**src/rtl/pcileech_sys_reset_ctl_if.sv**
```systemverilog
// Signal bundle between the system reset / conditioning / wake block and
// the rest of the Screamer M2 top level. The slave side is the controller
// itself. The master side is whatever drives the pads and the wake request
// and consumes the resets.
interface pcileech_sys_reset_ctl_if;
    logic        pcie_perst_n_in;
    logic        pcie_present_in;
    logic        wake_req;
    logic        rst;
    logic        ft601_rst_n;
    logic        pcie_perst_n_sync;
    logic        pcie_present_sync;
    logic        pcie_wake_n;
    logic        led_pwronblink;
    logic [63:0] tickcount64;

    modport slave (
        input  pcie_perst_n_in,
        input  pcie_present_in,
        input  wake_req,
        output rst,
        output ft601_rst_n,
        output pcie_perst_n_sync,
        output pcie_present_sync,
        output pcie_wake_n,
        output led_pwronblink,
        output tickcount64
    );

    modport master (
        output pcie_perst_n_in,
        output pcie_present_in,
        output wake_req,
        input  rst,
        input  ft601_rst_n,
        input  pcie_perst_n_sync,
        input  pcie_present_sync,
        input  pcie_wake_n,
        input  led_pwronblink,
        input  tickcount64
    );
endinterface

```
**src/rtl/pcileech_sys_reset_ctl.sv**
```systemverilog
// System reset, input conditioning and PCIe WAKE# sequencer.
// - Holds the fabric reset for a fixed number of cycles after rst_n release.
// - Synchronizes and debounces PERST# and present.
// - Drives WAKE# low on request until the host resumes, the card goes away
//   or a timeout expires. A holdoff period then blocks new requests.
module pcileech_sys_reset_ctl #(
    parameter int unsigned  PARAM_RST_CYCLES      = 64,
    parameter int unsigned  PARAM_DEBOUNCE_CYCLES = 1024,
    parameter logic [31:0]  PARAM_WAKE_TIMEOUT    = 32'd100000000,
    parameter logic [31:0]  PARAM_WAKE_HOLDOFF    = 32'd1000000
) (
    input  logic                        clk,
    input  logic                        rst_n,
    pcileech_sys_reset_ctl_if.slave     sys
);

    localparam int unsigned DW       = $clog2(PARAM_DEBOUNCE_CYCLES) + 1;
    localparam logic [DW-1:0] DEB_LAST = DW'(PARAM_DEBOUNCE_CYCLES - 1);
    localparam logic [63:0]   RST_LAST = 64'(PARAM_RST_CYCLES - 1);

    typedef enum logic [1:0] {
        W_IDLE    = 2'd0,
        W_ASSERT  = 2'd1,
        W_HOLDOFF = 2'd2
    } wake_state_t;

    logic [63:0] tickcount_reg;
    logic        rst_reg;
    logic        rst_next;
    logic        ft601_rst_n_reg;
    logic        led_reg;

    // Index 0 carries PERST#, index 1 carries present.
    logic        pad_in  [2];
    logic        deb_out [2];

    wake_state_t state_reg;
    wake_state_t state_next;
    logic [31:0] wcnt_reg;
    logic [31:0] wcnt_next;
    logic        wake_n_reg;

    // Free-running cycle counter, wraps naturally at 2^64.
    always_ff @(posedge clk or negedge rst_n) begin
        if (!rst_n) begin
            tickcount_reg <= '0;
        end else begin
            tickcount_reg <= tickcount_reg + 64'd1;
        end
    end

    // Release is sticky: once the count passes the last reset edge, rst stays low.
    // That includes a wrap of the counter.
    assign rst_next = rst_reg & (tickcount_reg != RST_LAST);

    // Fabric and FT601 resets, released together on the same edge.
    always_ff @(posedge clk or negedge rst_n) begin
        if (!rst_n) begin
            rst_reg         <= 1'b1;
            ft601_rst_n_reg <= 1'b0;
        end else begin
            rst_reg         <= rst_next;
            ft601_rst_n_reg <= ~rst_next;
        end
    end

    // Blink during roughly the first second after power-on.
    always_ff @(posedge clk or negedge rst_n) begin
        if (!rst_n) begin
            led_reg <= 1'b0;
        end else begin
            led_reg <= tickcount_reg[24] & (tickcount_reg[63:27] == 37'd0);
        end
    end

    assign pad_in[0] = sys.pcie_perst_n_in;
    assign pad_in[1] = sys.pcie_present_in;

    generate
        for (genvar gi = 0; gi < 2; gi++) begin : g_cond
            logic          sync1_reg;
            logic          sync2_reg;
            logic          out_reg;
            logic          out_next;
            logic [DW-1:0] cnt_reg;
            logic [DW-1:0] cnt_next;

            // Debounce: the output toggles only after the synchronized input
            // has disagreed with it for the full run of cycles.
            always_comb begin
                out_next = out_reg;
                cnt_next = '0;
                if (sync2_reg != out_reg) begin
                    if (cnt_reg == DEB_LAST) begin
                        out_next = ~out_reg;
                    end else begin
                        cnt_next = cnt_reg + 1'b1;
                    end
                end
            end

            // Two-flop synchronizer followed by the debounce state.
            always_ff @(posedge clk or negedge rst_n) begin
                if (!rst_n) begin
                    sync1_reg <= 1'b0;
                    sync2_reg <= 1'b0;
                    out_reg   <= 1'b0;
                    cnt_reg   <= '0;
                end else begin
                    sync1_reg <= pad_in[gi];
                    sync2_reg <= sync1_reg;
                    out_reg   <= out_next;
                    cnt_reg   <= cnt_next;
                end
            end

            assign deb_out[gi] = out_reg;
        end
    endgenerate

    // Wake sequencer next-state logic. A request is honoured only from idle,
    // out of reset, with the card present and the host still holding PERST#.
    always_comb begin
        state_next = state_reg;
        wcnt_next  = wcnt_reg + 32'd1;
        case (state_reg)
            W_IDLE: begin
                wcnt_next = '0;
                if (sys.wake_req && !rst_reg && deb_out[1] && !deb_out[0]) begin
                    state_next = W_ASSERT;
                end
            end
            W_ASSERT: begin
                if (deb_out[0] || !deb_out[1] ||
                    (wcnt_reg == PARAM_WAKE_TIMEOUT - 32'd1)) begin
                    state_next = W_HOLDOFF;
                    wcnt_next  = '0;
                end
            end
            W_HOLDOFF: begin
                if (wcnt_reg == PARAM_WAKE_HOLDOFF - 32'd1) begin
                    state_next = W_IDLE;
                    wcnt_next  = '0;
                end
            end
            default: begin
                state_next = W_IDLE;
                wcnt_next  = '0;
            end
        endcase
    end

    // Wake sequencer state, counter and registered WAKE# pin.
    always_ff @(posedge clk or negedge rst_n) begin
        if (!rst_n) begin
            state_reg  <= W_IDLE;
            wcnt_reg   <= '0;
            wake_n_reg <= 1'b1;
        end else begin
            state_reg  <= state_next;
            wcnt_reg   <= wcnt_next;
            wake_n_reg <= (state_next != W_ASSERT);
        end
    end

    assign sys.rst               = rst_reg;
    assign sys.ft601_rst_n       = ft601_rst_n_reg;
    assign sys.pcie_perst_n_sync = deb_out[0];
    assign sys.pcie_present_sync = deb_out[1];
    assign sys.pcie_wake_n       = wake_n_reg;
    assign sys.led_pwronblink    = led_reg;
    assign sys.tickcount64       = tickcount_reg;

endmodule

```
**src/flat_wrapper.sv**
```systemverilog
// flat-port wrapper written by rule: the top's interface ports become plain ports
module pcileech_sys_reset_ctl_flat 
#(
    parameter int unsigned  PARAM_RST_CYCLES      = 64,
    parameter int unsigned  PARAM_DEBOUNCE_CYCLES = 1024,
    parameter logic [31:0]  PARAM_WAKE_TIMEOUT    = 32'd100000000,
    parameter logic [31:0]  PARAM_WAKE_HOLDOFF    = 32'd1000000
)
  (clk, rst_n, sys_pcie_perst_n_in, sys_pcie_present_in, sys_wake_req, sys_rst, sys_ft601_rst_n, sys_pcie_perst_n_sync, sys_pcie_present_sync, sys_pcie_wake_n, sys_led_pwronblink, sys_tickcount64);
  pcileech_sys_reset_ctl_if sys_i ();
  input  logic clk;
  input  logic rst_n;
  input wire logic [$bits(sys_i.pcie_perst_n_in)-1:0] sys_pcie_perst_n_in;
  input wire logic [$bits(sys_i.pcie_present_in)-1:0] sys_pcie_present_in;
  input wire logic [$bits(sys_i.wake_req)-1:0] sys_wake_req;
  output wire logic [$bits(sys_i.rst)-1:0] sys_rst;
  output wire logic [$bits(sys_i.ft601_rst_n)-1:0] sys_ft601_rst_n;
  output wire logic [$bits(sys_i.pcie_perst_n_sync)-1:0] sys_pcie_perst_n_sync;
  output wire logic [$bits(sys_i.pcie_present_sync)-1:0] sys_pcie_present_sync;
  output wire logic [$bits(sys_i.pcie_wake_n)-1:0] sys_pcie_wake_n;
  output wire logic [$bits(sys_i.led_pwronblink)-1:0] sys_led_pwronblink;
  output wire logic [$bits(sys_i.tickcount64)-1:0] sys_tickcount64;
  assign sys_i.pcie_perst_n_in = sys_pcie_perst_n_in;
  assign sys_i.pcie_present_in = sys_pcie_present_in;
  assign sys_i.wake_req = sys_wake_req;
  assign sys_rst = sys_i.rst;
  assign sys_ft601_rst_n = sys_i.ft601_rst_n;
  assign sys_pcie_perst_n_sync = sys_i.pcie_perst_n_sync;
  assign sys_pcie_present_sync = sys_i.pcie_present_sync;
  assign sys_pcie_wake_n = sys_i.pcie_wake_n;
  assign sys_led_pwronblink = sys_i.led_pwronblink;
  assign sys_tickcount64 = sys_i.tickcount64;
  pcileech_sys_reset_ctl #(.PARAM_RST_CYCLES(PARAM_RST_CYCLES), .PARAM_DEBOUNCE_CYCLES(PARAM_DEBOUNCE_CYCLES), .PARAM_WAKE_TIMEOUT(PARAM_WAKE_TIMEOUT), .PARAM_WAKE_HOLDOFF(PARAM_WAKE_HOLDOFF)) u_core (.clk(clk), .rst_n(rst_n), .sys(sys_i));
endmodule
```
**config.mk**
```make
export PLATFORM = sky130hd
export DESIGN_NAME = pcileech_sys_reset_ctl_flat
export DESIGN_NICKNAME = d
export VERILOG_FILES = /design/src/rtl/pcileech_sys_reset_ctl_if.sv /design/src/rtl/pcileech_sys_reset_ctl.sv /design/src/flat_wrapper.sv
export SDC_FILE = /design/constraint.sdc
export NUM_CORES = 1
export LEC_CHECK = 0
export ABC_AREA = 1
export CAP_MARGIN = 20
export CORE_UTILIZATION = 40
export DETAILED_ROUTE_END_ITERATION = 8
export RECOVER_POWER = 50
export SYNTH_ARGS = -nofsm -noshare
export SYNTH_HDL_FRONTEND = slang
export SYNTH_SLANG_ARGS = --single-unit
```
**constraint.sdc**
```tcl
create_clock -name clk -period 4.8 [get_ports clk]
set_input_delay 1.2 -clock clk [delete_from_list [all_inputs] [get_ports clk]]
set_output_delay 1.2 -clock clk [all_outputs]
set_load 0.01 [all_outputs]
```
==> impl_results.html <==
<table>
<tr><th>Metric</th><th>Value</th></tr>
<tr><th colspan="2">Outcome</th></tr>
<tr><td>Outcome</td><td>finished, violations left</td></tr>
<tr><td>Violations in the final reports</td><td>capacitance limit, slew limit</td></tr>
<tr><th colspan="2">Layout</th></tr>
<tr><td>Nets@finish</td><td>1,023</td></tr>
<tr><td>Number of inserted diodes</td><td>0</td></tr>
<tr><td>Number of standard cells in the final layout excluding fillers</td><td>1,248</td></tr>
<tr><td>Layout overhead on the synthesized area</td><td>21.2%</td></tr>
<tr><td>Number of flip-flops under the largest register name</td><td>64</td></tr>
<tr><td>Layout filler cell count</td><td>1,760</td></tr>
<tr><td>Proportion of layout cells with a drive suffix above 1</td><td>0.0577</td></tr>
<tr><th colspan="2">Setup path</th></tr>
<tr><td>Worst setup SP type</td><td>input port</td></tr>
<tr><td>Family of cells with the greatest summed delay on the critical path</td><td>buffers and inverters</td></tr>
<tr><td>Maximum net fanout on the critical path</td><td>88</td></tr>
<tr><td>Worst setup slack for register-to-register paths</td><td>2350 ps</td></tr>
<tr><td>Critical R2R Capture</td><td>u_core.sys.tickcount64[62]$_DFF_PN0_</td></tr>
<tr><td>Buffers plus inverters on the worst setup path</td><td>2</td></tr>
<tr><td>Data arrival time at the worst-slack endpoint</td><td>3330 ps</td></tr>
<tr><td>Cell Chain, Critical Path</td><td>clkbuf_2, buf_4</td></tr>
<tr><td>Critical path endpoint category</td><td>asynchronous set/reset pin</td></tr>
<tr><td>Crit path kind</td><td>in -&gt; async</td></tr>
<tr><td>Worst path required time</td><td>5330 ps</td></tr>
<tr><td>Cell type of the slowest stage on the worst timing path</td><td>clkbuf_2</td></tr>
<tr><td>Endpoint of the most critical setup path</td><td>u_core.sys.pcie_wake_n$_DFF_PN1_</td></tr>
<tr><td>Worst r2r src</td><td>u_core.sys.tickcount64[0]$_DFF_PN0_</td></tr>
<tr><td>Total stage count of the critical path</td><td>2</td></tr>
<tr><td>CP Launch Point</td><td>rst_n</td></tr>
<tr><td>Count of cells along the worst register-to-register path</td><td>8</td></tr>
<tr><td>Critical path's largest stage delay</td><td>1570 ps</td></tr>
<tr><th colspan="2">Clock tree</th></tr>
<tr><td>Number of sinks handled by clock tree synthesis</td><td>130</td></tr>
<tr><td>Post-CTS resize count</td><td>0</td></tr>
<tr><td>Clk pin slew, worst setup/hold paths</td><td>50 ps</td></tr>
<tr><td>CTS tree</td><td>built</td></tr>
<tr><td>Insertion delay of the later-clocked pin in the worst-skew pair</td><td>420 ps</td></tr>
<tr><td>Inserted Clock Buffers</td><td>17</td></tr>
<tr><td>CTS Hold Buffers Added</td><td>0</td></tr>
<tr><td>H-tree lvl count</td><td>4</td></tr>
<tr><td>Number of buffers inserted to repair setup after CTS</td><td>0</td></tr>
<tr><td>Clock Tree Root</td><td>clkbuf_16</td></tr>
<tr><td>Number of buffers on the longest clock path</td><td>2</td></tr>
<tr><th colspan="2">Timing</th></tr>
<tr><td>Setup_tns</td><td>0 ps</td></tr>
<tr><td>Worst Hold Margin</td><td>349 ps</td></tr>
<tr><td>Post-layout min period</td><td>2800 ps</td></tr>
<tr><td>Final hold viol count</td><td>0</td></tr>
<tr><td>Max Slew Vio Count</td><td>89</td></tr>
<tr><td>Tcrit/Tclk final</td><td>0.584</td></tr>
<tr><td>Transition time at the pin with the least slew margin</td><td>2250 ps</td></tr>
<tr><td>Total setup violations reported at the end of the flow</td><td>0</td></tr>
<tr><td>Slew Limit Headroom</td><td>-0.502</td></tr>
<tr><td>Unrepaired setup endpoints after global routing</td><td>no</td></tr>
<tr><td>Peak Freq</td><td>0.357 GHz</td></tr>
<tr><td>Setup skew after layout</td><td>8.63 ps</td></tr>
<tr><th colspan="2">Global route</th></tr>
<tr><td>Maximum number of pins on one net before global-route repair</td><td>89</td></tr>
<tr><td>Vias in the first global route</td><td>6,150</td></tr>
<tr><td>Global-route usage over all layers</td><td>0.225</td></tr>
<tr><td>Antenna violations before repair</td><td>0</td></tr>
<tr><td>Aggregate global routing overflow</td><td>0</td></tr>
<tr><td>First-pass GRT wire length</td><td>31,400 µm</td></tr>
<tr><th colspan="2">Power and ir drop</th></tr>
<tr><td>Proportion of power drawn by the clock network</td><td>0.548</td></tr>
<tr><td>Psw</td><td>515 µW</td></tr>
<tr><td>Leakage</td><td>3.69 nW</td></tr>
<tr><td>Share of total power in sequential cells</td><td>0.437</td></tr>
<tr><td>Int Power</td><td>2.02 mW</td></tr>
<tr><td>Total power per unit cell area</td><td>287 nW/µm²</td></tr>
<tr><td>Maximum VDD drop</td><td>0.000250 V</td></tr>
<tr><td>Switching share of total power</td><td>0.203</td></tr>
<tr><td>Logic pwr share</td><td>0.015</td></tr>
<tr><th colspan="2">Placed design</th></tr>
<tr><td>Count of input and output buffers</td><td>74</td></tr>
<tr><td>Final HPWL from detailed placement</td><td>15,300 µm</td></tr>
<tr><td>Placer's final routability congestion estimate</td><td>0.920</td></tr>
<tr><td>Placed cell count</td><td>1,216</td></tr>
<tr><th colspan="2">Routing</th></tr>
<tr><td>Average via count per standard cell</td><td>4.99</td></tr>
<tr><td>Number of DRC markers after the initial detailed-route iteration</td><td>376</td></tr>
<tr><td>Total detailed-routing wirelength</td><td>19,700 µm</td></tr>
<tr><td>Remaining design rule violation count</td><td>0</td></tr>
<tr><td>Post-DR wirelength/cell</td><td>15.7 µm</td></tr>
<tr><td>Count of vias placed by the detailed router</td><td>6,232</td></tr>
<tr><td>Routed Antenna Nets</td><td>0</td></tr>
<tr><td>Total iterations of the first detailed-routing run</td><td>5</td></tr>
<tr><th colspan="2">Synth</th></tr>
<tr><td>Number of warning messages in the yosys log</td><td>0</td></tr>
<tr><td>Post-synth ARST share</td><td>1.00</td></tr>
<tr><td>Yosys reg bits</td><td>130</td></tr>
<tr><td>Mean area per synthesized cell</td><td>7.91 µm²</td></tr>
<tr><td>Summed instance area of the synthesized netlist</td><td>7280 µm²</td></tr>
<tr><td>Number of enable-type register cells in the synthesized netlist</td><td>0</td></tr>
<tr><td>Number of distinct standard cells referenced by the synthesized netlist</td><td>33</td></tr>
<tr><td>Number of nets in the synthesized netlist</td><td>934</td></tr>
<tr><td>Most used flip-flop cell after synthesis</td><td>dfrtp_1</td></tr>
<tr><td>Seq/Total Area, Yosys</td><td>0.447</td></tr>
<tr><td>Post-synthesis instance total</td><td>921</td></tr>
<tr><th colspan="2">Hold path</th></tr>
<tr><td>Min-Delay Path Class</td><td>reg -&gt; reg</td></tr>
<tr><td>Beginning of the worst hold path</td><td>u_core.g_cond[0].sync1_reg$_DFF_PN0_</td></tr>
<tr><th colspan="2">Floorplanning</th></tr>
<tr><td>Number of top-level pins</td><td>75</td></tr>
<tr><td>Area of the die</td><td>18,700 µm²</td></tr>
<tr><td>Die Width</td><td>137 µm</td></tr>
<tr><td>Total number of placement rows</td><td>48</td></tr>
<tr><td>Starting utilization of the core area</td><td>0.415</td></tr>
<tr><td>Height of the die</td><td>137 µm</td></tr>
<tr><td>Core footprint</td><td>17,500 µm²</td></tr>
<tr><th colspan="2">Job</th></tr>
<tr><td>Maxcap violations</td><td>1</td></tr>
</table>
-- power by group through the flow --
stage | Sequential [mW] | Combinational (mW) | Clock [mW]
after floorplan | 1.13 | 0.00980 | 0
after CTS | 1.11 | 0.0404 | 1.42
after detailed placement | 1.13 | 0.0402 | 0
after global routing | 1.11 | 0.0437 | 1.47
after global placement | 1.13 | 0.0397 | 0
final | 1.11 | 0.0371 | 1.39
-- cell usage after synthesis, drive strengths merged (2+ instances only) --
| cell | count | area [µm²] |
|---|---|---|
| nand2 | 210 | 813 |
| nor2 | 177 | 741 |
| dfrtp | 128 | 3200 |
| inv | 111 | 417 |
| xor2 | 74 | 648 |
| nand3 | 57 | 303 |
| nor3 | 50 | 300 |
| nand4 | 30 | 188 |
| xnor2 | 20 | 175 |
| nor4 | 18 | 113 |
| a21oi | 9 | 45.0 |
| ha | 8 | 100 |
| o21ai | 7 | 35.0 |
| nand3b | 6 | 48.8 |
| buf | 5 | 43.8 |
| and2 | 3 | 18.8 |
| and3 | 2 | 12.5 |
| dfstp | 2 | 52.6 |
| nor3b | 2 | 15.0 |
-- cells in the final DEF, fill, tap and decap left out, drive strengths merged --
| cell type | netlist | final |
|---|---|---|
| clkinvlp | 0 | 3 |
| nor4 | 18 | 18 |
| buf | 5 | 2 |
| xor2 | 74 | 74 |
| dfstp | 2 | 2 |
| dfrtp | 128 | 128 |
| xnor2 | 20 | 20 |
| and3 | 2 | 2 |
| a21oi | 9 | 9 |
| and2 | 3 | 3 |
| clkdlybuf4s50 | 0 | 70 |
| nand4 | 30 | 30 |
| dlygate4sd3 | 0 | 3 |
| o21ai | 7 | 7 |
| nor3 | 50 | 50 |
| bufinv | 0 | 4 |
| clkbuf | 1 | 24 |
| nor3b | 2 | 2 |
| ha | 8 | 8 |
| nand2 | 210 | 210 |
| clkinv | 1 | 3 |
| nand3b | 6 | 6 |
| nand3 | 57 | 57 |
| nor2 | 177 | 177 |
| inv | 111 | 111 |
-- logic make-up (layout without fill, tap and decap cells) --
logic type / Yosys count / in the layout / synth area share
buffers and inverters: 118 / 220 / 0.0644
DFF: 130 / 130 / 0.447
xor gates and xnor gates: 94 / 94 / 0.113
adders and majority gates: 8 / 8 / 0.0137
AOI/OAI and AO/OA: 16 / 16 / 0.0110
and+or+nand+nor: 555 / 555 / 0.351
-- cell type report --
cell class | count | area (µm²) | area share
well taps | 225 | 282 | 0.0319
multi-input cells | 673 | 3480 | 0.394
inverters | 112 | 422 | 0.0478
clock inverters | 9 | 154 | 0.0174
flip-flops and latches | 130 | 3260 | 0.369
clock buffers | 23 | 478 | 0.0542
repair buffers | 76 | 751 | 0.0851
-- routing by layer --
| metal | global-route usage | up-vias | share of wire |
|---|---|---|---|
| li1 | - | 3116 | - |
| met1 | 0.292 | 2941 | 0.46 |
| met2 | 0.369 | 140 | 0.47 |
| met3 | 0.0467 | 35 | 0.043 |
| met4 | 0.0836 | 0 | 0.026 |
| met5 | 0 | - | 0 |
-- worst min path at each step --
stage               cells after the start  slack (ps)                              endpoint
floorplan                               0         330  u_core.g_cond[0].sync2_reg$_DFF_PN0_
global placement                        0         330  u_core.g_cond[0].sync2_reg$_DFF_PN0_
detailed placement                      0         340  u_core.g_cond[0].sync2_reg$_DFF_PN0_
CTS                                     0         350  u_core.g_cond[0].sync2_reg$_DFF_PN0_
global route                            0         360  u_core.g_cond[0].sync2_reg$_DFF_PN0_
finish                                  0         350  u_core.g_cond[0].sync2_reg$_DFF_PN0_
-- per-stage QoR --
| step | util | instance area (µm²) | total power, mW | setup slack (ps) |
|---|---|---|---|---|
| floorplan | - | 7280 | 1.14 | 3060 |
| global placement | 0.472 | 8270 | 1.17 | 2480 |
| detailed placement | 0.472 | 8270 | 1.17 | 2480 |
| CTS | 0.508 | 8900 | 2.57 | 2020 |
| global route | 0.503 | 8820 | 2.62 | 1590 |
| finish | 0.503 | 8820 | 2.53 | 2000 |
(Power assumes the default switching activity.)
==> patch 1, RTL diff (config.mk and constraints unchanged) <==
Put a register stage on the output `sys.pcie_present_sync`, without a reset. The value now appears one clock later.
--- a/src/rtl/pcileech_sys_reset_ctl.sv
+++ b/src/rtl/pcileech_sys_reset_ctl.sv
@@ -166,7 +166,9 @@
     assign sys.rst               = rst_reg;
     assign sys.ft601_rst_n       = ft601_rst_n_reg;
     assign sys.pcie_perst_n_sync = deb_out[0];
-    assign sys.pcie_present_sync = deb_out[1];
+    always_ff @(posedge clk) begin
+        sys.pcie_present_sync <= deb_out[1];
+    end
     assign sys.pcie_wake_n       = wake_n_reg;
     assign sys.led_pwronblink    = led_reg;
     assign sys.tickcount64       = tickcount_reg;
Function: same outputs for any inputs over 10 cycles, from zero or initial values and one cycle with rst_n low; that may be too few to reach the edited logic, so the function may still have changed.
==> patch 1 against the unedited design <==
- the flow still finishes with violations (max-capacitance violations, max-slew violations)
- power is 1.5% lower
- worst setup slack got worse by 0.24 ns
- wire length is 2.5% higher
- via count grew 0.63%
- clock power down 4%
- sequential cell count increased by 1
- final area is 0.17% lower
- sequential share of layout area grew 0.29 points
- synthesized area rose by 0.27%
- critical endpoint is now u_core.wcnt_reg[16]
- largest cell class unchanged
- largest power group unchanged
- highest routed layer unchanged
==> patch 1: results (changes against the unedited design) <==
Clocking
- CTS-repair resized insts: 0, unchanged
- root buf cell: sky130_fd_sc_hd__clkbuf_16
- maximum level of the CTS H-tree: 4, unchanged
- Hold-fix buffers, CTS: 0, unchanged
- Max Root-Sink Buffers: 2, unchanged
- setup repair bufs after CTS: 0, unchanged
- clock transition at the register clock pins on the worst setup and hold paths after CTS: 0.06 ns
- number of buffers inserted during clock tree synthesis: 17, unchanged
- Clk Latency, worst-skew pair: 0.42 ns, about the same

Setup path
- critical-path maximum fanout: 63, -28%
- Worst EP arrival: 3.17 ns, -0.16 ns
- cell type of the slowest stage on the worst timing path: sky130_fd_sc_hd__clkbuf_1
- Worst path top cell family by delay: buffers and inverters
- Slowest Stage Delay on Critical Path: 1.48 ns, -0.09 ns

Route
- TritonRoute pass-1 iters: 5, unchanged
- drt via density: 5.00, +0.22%
- final antenna-violating net count: 0, unchanged
- routed length per placed instance: 16.1 um, +2.1%
- DRC marker count from the first detailed-route iteration: 327, -13%

Power
- leakage dissipation: 3.69 nW, -0.21%
- Worst IR Drop VDD: 0.000233 V, -6.8%

STA
- Max Transition Viols Final: 71, -20%
- final worst clock skew: 0.00850 ns, -0.000130 ns
- Hold Violations, Final: 0, unchanged
- worst slew margin relative to its limit: -32.6%, +18 points

Logic synthesis
- Mapped Nets: 935, +0.11%
- Cell variety after synth: 34, +3.0%
- sequential area share after synthesis: 44.9%, +0.15 points
- count of synthesis-stage warnings from yosys: 0, unchanged
- async set-or-reset flop fraction in the synthesized netlist: 99.2%, -0.76 points
- Synth area leaders: sky130_fd_sc_hd__dfrtp_1 (44%), sky130_fd_sc_hd__nand2_1 (10%), sky130_fd_sc_hd__xor2_1 (8.9%)
- most frequent cells after synthesis: sky130_fd_sc_hd__nand2_1 (202), sky130_fd_sc_hd__nor2_1 (160), sky130_fd_sc_hd__dfrtp_1 (128)
- mean cell area of the mapped netlist: 7.92 um^2, +0.17%

GRT
- pin count of the biggest net entering global routing: 64, -28%
- number of antenna violations at the first check in global routing: 0, unchanged
- global-route wire length before repair: 32.4 mm, +3.2%
- vias in the first global route: 6,297, +2.4%
- gr usage total: 23.2%, +0.65 points

Layout
- number of fill cells in the layout: 1,805, +2.6%
- Ant. Diodes: 0, unchanged
- number of nets in the layout: 1,024, +0.098%
- share of cells above drive strength 1: 5.57%, -0.20 points
- count of placed standard cells in the final layout, fillers left out: 1,253, +0.40%
- number of flip-flops in the largest register: 64, unchanged

Flow run
- max-capacitance violation count: 2, +1

Placement
- RePlAce Congestion: 0.892, -3.0%
- post-placement setup slack: 2.46 ns, -0.0181 ns
- post-placement cell area: 8300 um^2, +0.30%
- detailed placement HPWL: 15.4 mm, +0.69%
- Placed Instances: 1,221, +0.41%
- number of buffers added on ports: 74, unchanged

Run status
- violations in the final reports: max-capacitance violations, max-slew violations
- result of the run: finished with violations

Hold path
- type of the tightest min-delay check: register to register

-- patch 1: cell types whose count changed in the layout (fill, tap and decap cells not counted), sizes merged --
cell,unedited run,this run
clkinv,3,7
buf,2,1
dfxtp,0,1
dlygate4sd3,3,2
bufinv,4,3
inv,111,112
clkbuf,24,21
clkdlybuf4s50,70,71
-- patch 1: path summary, 6_finish.rpt --
check | slack, ns | endpoint | start | cells after the start
max in group clk | 2.01 | sys_tickcount64[33] | u_core.sys.tickcount64[33] | 1
worst max register to register | 2.31 | u_core.sys.tickcount64[62] | u_core.sys.tickcount64[0] | 8
min in group asynchronous | 0.75 | u_core.g_cond[0].cnt_reg[5] | rst_n | 1
worst max-delay path | 1.76 | u_core.wcnt_reg[16] | rst_n | 2
worst min-delay path | 0.35 | u_core.g_cond[1].sync2_reg | u_core.g_cond[1].sync1_reg | 0
worst min register to register | 0.35 | u_core.g_cond[1].sync2_reg | u_core.g_cond[1].sync1_reg | 0
-- patch 1: worst reg2reg max path, stage by stage, from the launching register on --
cell and delay, ns:
sky130_fd_sc_hd__dfrtp_1 0.45, sky130_fd_sc_hd__ha_1 0.31, sky130_fd_sc_hd__nand3_1 0.28, sky130_fd_sc_hd__nor2_1 0.35
sky130_fd_sc_hd__inv_1 0.12, sky130_fd_sc_hd__nor2_1 0.36, sky130_fd_sc_hd__nand2_4 0.12, sky130_fd_sc_hd__nor3_2 0.25
sky130_fd_sc_hd__xor2_1 0.17
-- patch 1: area by class of cell --
type / instances / area, um^2 / area share [%]
clock inverter: 13 / 160 / 1.82
tap: 229 / 287 / 3.25
inverter: 112 / 422 / 4.79
sequential: 131 / 3280 / 37.2
multi-input combinational: 673 / 3470 / 39.4
clock buffer: 19 / 443 / 5.03
timing repair buffer: 76 / 749 / 8.51
-- patch 1: kinds of logic (layout without fill, tap and decap cells) --
family          after synthesis  count (layout)  synth area share, %
simple gates                555             555                 35.0
fa+ha+maj                     8               8                 1.37
buf+inv                     118             220                 6.43
xor+xnor                     94              94                 11.3
compound gates               16              16                 1.10
flops                       131             131                 44.9
-- patch 1: power by group --
group           total, W  switching (W)  internal (W)
logic          0.0000369      0.0000291    0.00000783
registers        0.00112     0.00000511       0.00111
clock network    0.00134       0.000513      0.000830
-- patch 1: metrics by stage --
step,utilization [%],hold slack (ns)
final,49.2,0.347
after global routing,49.2,0.363
after CTS,49.7,0.349
after detailed placement,46.3,0.335
after global placement,46.3,0.333
after floorplan,-,0.331
-- patch 1: per-layer routing --
metal  up-vias  wire length (um)  track usage (%)
met5         -                 0                0
met4         0               497             8.73
met3        31               813             3.78
li1       3121                 -                -
met1      2949              9100             29.9
met2       170              9730             38.8
==> patch 2, RTL diff (config.mk and constraints unchanged) <==
Without the edit above. `PARAM_WAKE_TIMEOUT` is set to 32'd100000000 in 2 places; all go to 32'd50000000.
--- a/src/rtl/pcileech_sys_reset_ctl.sv
+++ b/src/rtl/pcileech_sys_reset_ctl.sv
@@ -6,7 +6,7 @@
 module pcileech_sys_reset_ctl #(
     parameter int unsigned  PARAM_RST_CYCLES      = 64,
     parameter int unsigned  PARAM_DEBOUNCE_CYCLES = 1024,
-    parameter logic [31:0]  PARAM_WAKE_TIMEOUT    = 32'd100000000,
+    parameter logic [31:0]  PARAM_WAKE_TIMEOUT    = 32'd50000000,
     parameter logic [31:0]  PARAM_WAKE_HOLDOFF    = 32'd1000000
 ) (
     input  logic                        clk,
--- a/src/flat_wrapper.sv
+++ b/src/flat_wrapper.sv
@@ -3,7 +3,7 @@
 #(
     parameter int unsigned  PARAM_RST_CYCLES      = 64,
     parameter int unsigned  PARAM_DEBOUNCE_CYCLES = 1024,
-    parameter logic [31:0]  PARAM_WAKE_TIMEOUT    = 32'd100000000,
+    parameter logic [31:0]  PARAM_WAKE_TIMEOUT    = 32'd50000000,
     parameter logic [31:0]  PARAM_WAKE_HOLDOFF    = 32'd1000000
 )
   (clk, rst_n, sys_pcie_perst_n_in, sys_pcie_present_in, sys_wake_req, sys_rst, sys_ft601_rst_n, sys_pcie_perst_n_sync, sys_pcie_present_sync, sys_pcie_wake_n, sys_led_pwronblink, sys_tickcount64);
Function: no difference found for any inputs over 10 cycles, from zero or initial values and one cycle with rst_n low; that may be too few to reach the edited logic, so the function may still have changed.
==> patch 2 against the unedited design <==
- the flow still finishes with violations (max-capacitance violations, max-slew violations)
- synthesized area down 1.4%
- cell count decreased by 0.88%
- sequential cell count stayed put
- clock skew down 0.0019 ns
- wire length decreased by 2.9%
- power is 8.6% lower
- final area down 2.2%
- worst setup slack worse by 0.37 ns
- synthesized cell count down 1.4%
- register-to-register slack worse by 0.04 ns
==> patch 2: results (changes against the unedited design) <==
Run status
- result of the run: finished with violations
- violations in the final reports: max-capacitance violations, max-slew violations

Placement
- Placed Instances: 1,205, -0.90%
- detailed placement HPWL: 14.8 mm, -2.9%
- post-placement cell area: 8180 um^2, -1.1%
- RePlAce Congestion: 0.942, +2.3%

GRT
- global-route track usage on met2: 37.3%, +0.33 points
- GR Layer Usage met1: 29.0%, -0.17 points
- vias in the first global route: 6,171, +0.34%
- global-route met3 utilization: 4.96%, +0.29 points
- gr usage total: 22.6%, +0.10 points
- global-route wire length before repair: 31.3 mm, about the same
- pin count of the biggest net entering global routing: 103, +16%

STA
- worst slew margin relative to its limit: -76.2%, -26 points
- Max Transition Viols Final: 103, +16%
- final worst clock skew: 0.00671 ns, -0.00192 ns

Route
- detailed-routed wire length on met2: 9.01 mm, -3.1%
- final wirelength: 19.1 mm, -2.9%
- drt via density: 4.92, -1.6%
- total length of routed met3 wires: 716 um, -15%

Power
- leakage dissipation: 3.64 nW, -1.6%

Layout
- share of cells above drive strength 1: 5.73%, -0.036 points

Logic synthesis
- Mapped Nets: 921, -1.4%
- mean cell area of the mapped netlist: 7.91 um^2, about the same
- Synth area leaders: sky130_fd_sc_hd__dfrtp_1 (45%), sky130_fd_sc_hd__nand2_1 (10%), sky130_fd_sc_hd__xor2_1 (8.8%)
- sequential area share after synthesis: 45.3%, +0.63 points

Flow run
- max-capacitance violation count: 1, unchanged

Setup path
- critical-path maximum fanout: 102, +16%
- Worst EP arrival: 3.13 ns, -0.20 ns

[patch 2: changes by cell type after synthesis, sizes merged, moves of 5 or more]
| cell | delta |
|---|---|
| nand3 | -6 |
| nor3 | +14 |
| inv | +7 |
| nand4 | -6 |
| nor4 | -5 |
| nand2 | -5 |
[patch 2: path summary, 6_finish.rpt]
check,start,endpoint,slack [ns],cells past startpoint
worst min register to register,u_core.g_cond[0].sync1_reg,u_core.g_cond[0].sync2_reg,0.35,0
worst max register to register,u_core.sys.tickcount64[0],u_core.sys.tickcount64[62],2.31,8
max in group clk,u_core.sys.tickcount64[54],sys_tickcount64[54],2.09,1
min in group asynchronous,rst_n,u_core.g_cond[0].cnt_reg[3],1.52,1
worst min-delay path,u_core.g_cond[0].sync1_reg,u_core.g_cond[0].sync2_reg,0.35,0
worst max-delay path,rst_n,u_core.sys.tickcount64[46],1.63,1
[patch 2: layout make-up]
class / count / area [um^2]
fill: 1773 / 8790
multi-input combinational: 657 / 3370
sequential: 130 / 3260
timing repair buffer: 75 / 743
clock buffer: 20 / 447
inverter: 118 / 443
tap: 225 / 282
clock inverter: 12 / 87.6
[patch 2: logic make-up (layout without fill, tap and decap cells)]
logic type,after synthesis,count (layout),synth area share (%)
buffers and inverters,121,225,6.64
AOI/OAI and AO/OA,16,16,1.12
and+or+nand+nor,541,541,34.3
DFF,130,130,45.3
adders and majority gates,8,8,1.39
xor gates and xnor gates,92,92,11.2
[patch 2: power breakdown]
part	switching (W)	internal [W]	leakage, nW
sequential	0.00000450	0.00110	1.78
clock	0.000501	0.000673	0.260
combinational	0.0000284	0.00000754	1.60
total	0.000534	0.00178	3.64
[patch 2: through the flow]
step	util, %	worst slack, ns
floorplan	-	3.06
global placement	46.9	2.43
detailed placement	46.9	2.42
CTS	50.0	2.07
global route	49.5	1.19
finish	49.5	1.63
